===== config.mk =====
export PLATFORM = sky130hd
export DESIGN_NAME = dec3_8_pulse
export DESIGN_NICKNAME = d
export VERILOG_FILES = /design/src/rtl/dec3_8_pkg.sv /design/src/rtl/onehot3_8.sv /design/src/rtl/dec3_8_pulse.sv
export SDC_FILE = /design/constraint.sdc
export NUM_CORES = 1
export LEC_CHECK = 0
export BUFFER_PORTS_ARGS = -buffer_cell sky130_fd_sc_hd__buf_2
export CAP_MARGIN = 0
export CORE_ASPECT_RATIO = 1.5
export CORE_MARGIN = 1
export CORE_UTILIZATION = 38
export DETAILED_ROUTE_END_ITERATION = 10
export PLACE_DENSITY = 0.57
export SYNTH_ARGS = -nofsm -noshare
export SYNTH_HDL_FRONTEND = slang
export SYNTH_HIERARCHICAL = 1
export SYNTH_SLANG_ARGS = --single-unit

===== constraint.sdc =====
create_clock -name clk -period 1.6 [get_ports clk]
set_input_delay 0.08 -clock clk [delete_from_list [all_inputs] [get_ports clk]]
set_output_delay 0.08 -clock clk [all_outputs]
set_load 0.02 [all_outputs]

===== src/rtl/dec3_8_pkg.sv =====
// Shared types and constants for the pulsed 3-to-8 decoder.
package dec3_8_pkg;

    localparam int CNT_W = 8;

    typedef enum logic [1:0] {
        IDLE,
        DRIVE,
        GAP
    } state_e;

endpackage


===== src/rtl/onehot3_8.sv =====
// Combinational 3-bit binary to 8-bit one-hot decode.
module onehot3_8 (
    input  logic [2:0] in,
    output logic [7:0] out
);

    assign out = 8'b0000_0001 << in;

endmodule


===== src/rtl/dec3_8_pulse.sv =====
// Registered 3-to-8 decoder: each accepted code drives its one-hot bit of y
// for PULSE_LEN cycles, then holds off for GAP_LEN idle cycles.
module dec3_8_pulse
    import dec3_8_pkg::*;
#(
    parameter int PULSE_LEN = 4,
    parameter int GAP_LEN   = 1
) (
    input  logic       clk,
    input  logic       rst_n,
    input  logic       enb,
    input  logic [2:0] code,
    input  logic       code_valid,
    output logic       code_ready,
    output logic [7:0] y,
    output logic       busy,
    output logic       done,
    output logic       abort,
    output logic [7:0] acc_cnt
);

    localparam int               PULSE_LOAD_I = (PULSE_LEN > 0) ? PULSE_LEN - 1 : 0;
    localparam int               GAP_LOAD_I   = (GAP_LEN > 0) ? GAP_LEN - 1 : 0;
    localparam logic [CNT_W-1:0] PULSE_LOAD   = PULSE_LOAD_I[CNT_W-1:0];
    localparam logic [CNT_W-1:0] GAP_LOAD     = GAP_LOAD_I[CNT_W-1:0];
    localparam bit               GAP_EN       = GAP_LEN > 0;

    state_e           state_q, state_d;
    logic [CNT_W-1:0] cnt_q, cnt_d;
    logic [2:0]       code_q, code_d;
    logic [7:0]       y_q, y_d;
    logic             done_q, done_d;
    logic             abort_q, abort_d;
    logic [7:0]       acc_q, acc_d;

    logic [2:0] dec_in;
    logic [7:0] dec_out;
    logic       accept;

    // One decoder serves both the accept edge (fresh code) and the held pulse.
    assign dec_in = (state_q == IDLE) ? code : code_q;

    onehot3_8 u_onehot (
        .in  (dec_in),
        .out (dec_out)
    );

    assign code_ready = (state_q == IDLE) && enb;
    assign accept     = code_ready && code_valid;

    always_comb begin
        state_d = state_q;
        cnt_d   = cnt_q;
        code_d  = code_q;
        y_d     = y_q;
        done_d  = 1'b0;
        abort_d = 1'b0;
        acc_d   = acc_q;
        case (state_q)
            IDLE: begin
                y_d = 8'b0;
                if (accept) begin
                    code_d  = code;
                    y_d     = dec_out;
                    cnt_d   = PULSE_LOAD;
                    acc_d   = acc_q + 8'd1;
                    state_d = DRIVE;
                end
            end
            DRIVE: begin
                // Losing enable wins over a pulse that is just finishing.
                if (!enb) begin
                    y_d     = 8'b0;
                    abort_d = 1'b1;
                    cnt_d   = '0;
                    state_d = IDLE;
                end else if (cnt_q == '0) begin
                    y_d    = 8'b0;
                    done_d = 1'b1;
                    if (GAP_EN) begin
                        cnt_d   = GAP_LOAD;
                        state_d = GAP;
                    end else begin
                        state_d = IDLE;
                    end
                end else begin
                    y_d   = dec_out;
                    cnt_d = cnt_q - 1'b1;
                end
            end
            GAP: begin
                y_d = 8'b0;
                if (cnt_q == '0) begin
                    state_d = IDLE;
                end else begin
                    cnt_d = cnt_q - 1'b1;
                end
            end
            default: begin
                y_d     = 8'b0;
                cnt_d   = '0;
                state_d = IDLE;
            end
        endcase
    end

    always_ff @(posedge clk) begin
        if (!rst_n) begin
            state_q <= IDLE;
            cnt_q   <= '0;
            code_q  <= 3'd0;
            y_q     <= 8'b0;
            done_q  <= 1'b0;
            abort_q <= 1'b0;
            acc_q   <= 8'd0;
        end else begin
            state_q <= state_d;
            cnt_q   <= cnt_d;
            code_q  <= code_d;
            y_q     <= y_d;
            done_q  <= done_d;
            abort_q <= abort_d;
            acc_q   <= acc_d;
        end
    end

    assign y       = y_q;
    assign busy    = (state_q != IDLE);
    assign done    = done_q;
    assign abort   = abort_q;
    assign acc_cnt = acc_q;

endmodule

==> results.toml <==
[outcome]
status = "finished with violations"
violations = "negative setup slack"

[layout]
fillers = 360
diodes = 0
drive_gt1_frac = 0.410
nets = 209
finalNonFillerCells = 243
multi_input_area_sq_um = 881
post-route-util = 0.522
register_area_sq_um = 624
area_delta_synth_final_pct = 30.4

[yosys]
synth_edf_count = 0
synthSimpleGateAreaFrac = 0.299
yosysSeqAreaShare = 0.421
yosysUniqueCellTypes = 47
synth_top_family_by_area = "simple AND/OR/NAND/NOR gates"
syn_area_per_cell_sq_um = 9.69
netlist.area_leader.share = 0.421
ys_warn_count = 6
synth_commonest_cells = "dfxtp_1 (31), and2_1 (17), nand2_1 (7)"
async_flop_share = 0
synth_fp_nets = 162
synthMuxAreaShare = 0.0569
ys.flop_type = "dfxtp_1"
synthAdderAreaFrac = 0.0255
synth.top_cells.by_area = "dfxtp_1 (42%), and2_1 (7.2%), xnor2_1 (3.6%), mux2i_1 (3.4%), ha_1 (2.5%)"
yosysTopAreaCell = "dfxtp_1"
synth_compound_area_frac = 0.126
synth.most_common_cell = "dfxtp_1"
synth_xor_area_frac = 0.0416
synthCells = 152
netlist_area_sq_mm = 0.00147
ys_ff_latch = 31

[clock_network]
cts_post_setup_buffers_inserted = 0
path_clk_slew_ps = 70
cts_tree = "built"
clock_sinks = 31
htreeDepth = 2
clockBufferDepth = 2
ctsHoldBuffers = 0
numCtsBuffers = 5
cts_root_buf = "clkbuf_8"
clk_latency_ps = 290

[setup_path]
crit_path_max_fanout = 5
slowest_delay_ps = 350
critical_path_class = "register to register"
crit_buf_inv = 1
end_kind = "register"
r2r-start = "cnt_q[1]"
reg2regPathDepth = 6
reg2reg_to = "y[2]"
start_kind = "register"
path_delay_family = "simple AND/OR/NAND/NOR gates"
arrival_ps = 1780
cp_cell_sequence = "inv_2, ha_4, nor4b_4, a21boi_2, o211a_4, and2_4"
ff2ff_setup_slack_ps = -7
slowest_stage = "nor4b_4"
critPathRequiredTime_ps = 1780

[placement]
place_inst = 234
gp_congestion = 0.824
port_buffers = 26
place_hpwl_mm = 2.47
post-place-ws_ps = -41.8

[global_routing]
grt_overflow = 0
grt_antenna_before_repair = 0
grt_max_degree = 20
grt_first_pass_wirelength_mm = 5.49
grt.total_usage = 0.181
grt_pass1_vias = 1256

[sta]
fin_skew_ps = 11.1
hold_viol_final = 0
slew_violations = 0
tightest_slew_ps = 395
finalCritPeriodShare = 1.00
setup_viol = 2
rsz0062_at_grt = "true"
fmax_mhz = 622
fin_crit_ps = 1610
slew_headroom = 0.735
hold_slack_ps = 71.7
setup_ws_ps = -6.60

[floorplan]
die_w_microns = 52.8
core_area_sq_mm = 0.00368
dieArea_sq_mm = 0.00413
die_height_microns = 78.2
start_util = 0.400
rows = 27
top_level_ports = 27

[min_path]
holdPathStages = 2
hp-start = "enb"
min_to = "abort"
hold_class = "input port to register"

[drt]
drc = 0
drt-wirelength-per-cell_microns = 13.8
drtAntennaViolNets = 0
vias_per_cell = 5.28
wl_mm = 3.35
drt_iter0_drc = 32
dr.pass1.iters = 4
via_count = 1282

[pwr]
peakVddDrop_v = 0.000575
p_leak_nw = 0.863
power_w = 0.00190
power_per_cell_area_mw_per_mm2 = 987

[job]
cap_violations = 0
-- worst max path at each step --
stage                  start       end  slack, ps  depth (start not counted)
floorplan           cnt_q[0]  cnt_q[1]         20                          6
global route        cnt_q[1]      y[2]        -70                          6
CTS                 cnt_q[1]  cnt_q[0]         -4                          6
finish              cnt_q[1]      y[2]         -7                          6
detailed placement  cnt_q[1]  cnt_q[1]        -40                          6
global placement    cnt_q[1]  cnt_q[1]        -30                          6
-- kinds of logic (layout without fill, tap and decap cells) --
logic type / Yosys count / count (layout)
XOR/XNOR: 7 / 7
buffers and inverters: 9 / 56
AO/OA/AOI/OAI: 27 / 28
AND/OR/NAND/NOR: 67 / 67
multiplexers: 8 / 8
adder cells (fa/ha/maj): 3 / 3
flip-flops: 31 / 31
-- state kept, by name, indices dropped and copies added, names as in the netlist --
register	flops
cnt_q	8
done	1
code_q	3
abort	1
y	8
acc_cnt	8
state_q	2
-- worst register-to-register path, cell delays in order, from the launching register on --
cell and delay [ps]:
dfxtp_2 330, inv_2 70, ha_4 130, nor4b_4 350, a21boi_2 170, o211a_4 300, and2_4 160
-- layer usage --
metal | vias up | global-route usage | wire length (microns)
met5 | - | 0 | 0
met4 | 0 | 0.0789 | 55
met3 | 5 | 0.0562 | 132
met2 | 24 | 0.324 | 1840
met1 | 611 | 0.184 | 1330
li1 | 642 | - | -
-- timing repair --
action | in CTS | in global routing
gates resized for setup | 7 | 14
cloned | 0 | 1
pin swaps | 2 | 10
setup endpoints to repair | 11 | 16
-- placed cells by master (no fill, tap or decap), drive strengths merged, types with 2 or more instances in the layout --
cell type  count
a31oi          3
xnor2          6
nand4          2
a21boi         2
nand2          7
and2          17
or3            5
and3b          4
nor2           5
o211a          3
o21ai          6
dfxtp         31
ha             3
inv            4
a21oi          6
a211o          2
clkbuf         7
nor2b          4
and3           3
mux2           3
buf           44
nor3           3
nor3b          3
mux2i          5
nand3          6
-- power by group --
group          switching, W  internal (W)  total, W  leakage [nW]
Clock              0.000284      0.000305  0.000588        0.0422
Combinational      0.000232      0.000234  0.000466         0.568
Sequential        0.0000327      0.000809  0.000842         0.253
-- layout make-up --
type / count / area share
clock buffer: 7 / 0.0397
inverter: 4 / 0.00782
sequential: 31 / 0.325
tap: 43 / 0.0280
multi-input combinational: 113 / 0.459
timing repair buffer: 44 / 0.138
clock inverter: 1 / 0.00261
-- metrics by stage --
stage | setup TNS (ps) | cell area (sq um)
after floorplan | 0 | 1470
after global placement | -25.0 | 1760
after detailed placement | -286 | 1760
after CTS | -3.71 | 1860
after global routing | -402 | 1920
final | -10.3 | 1920
No activity file was read; power rests on OpenSTA's default activity.
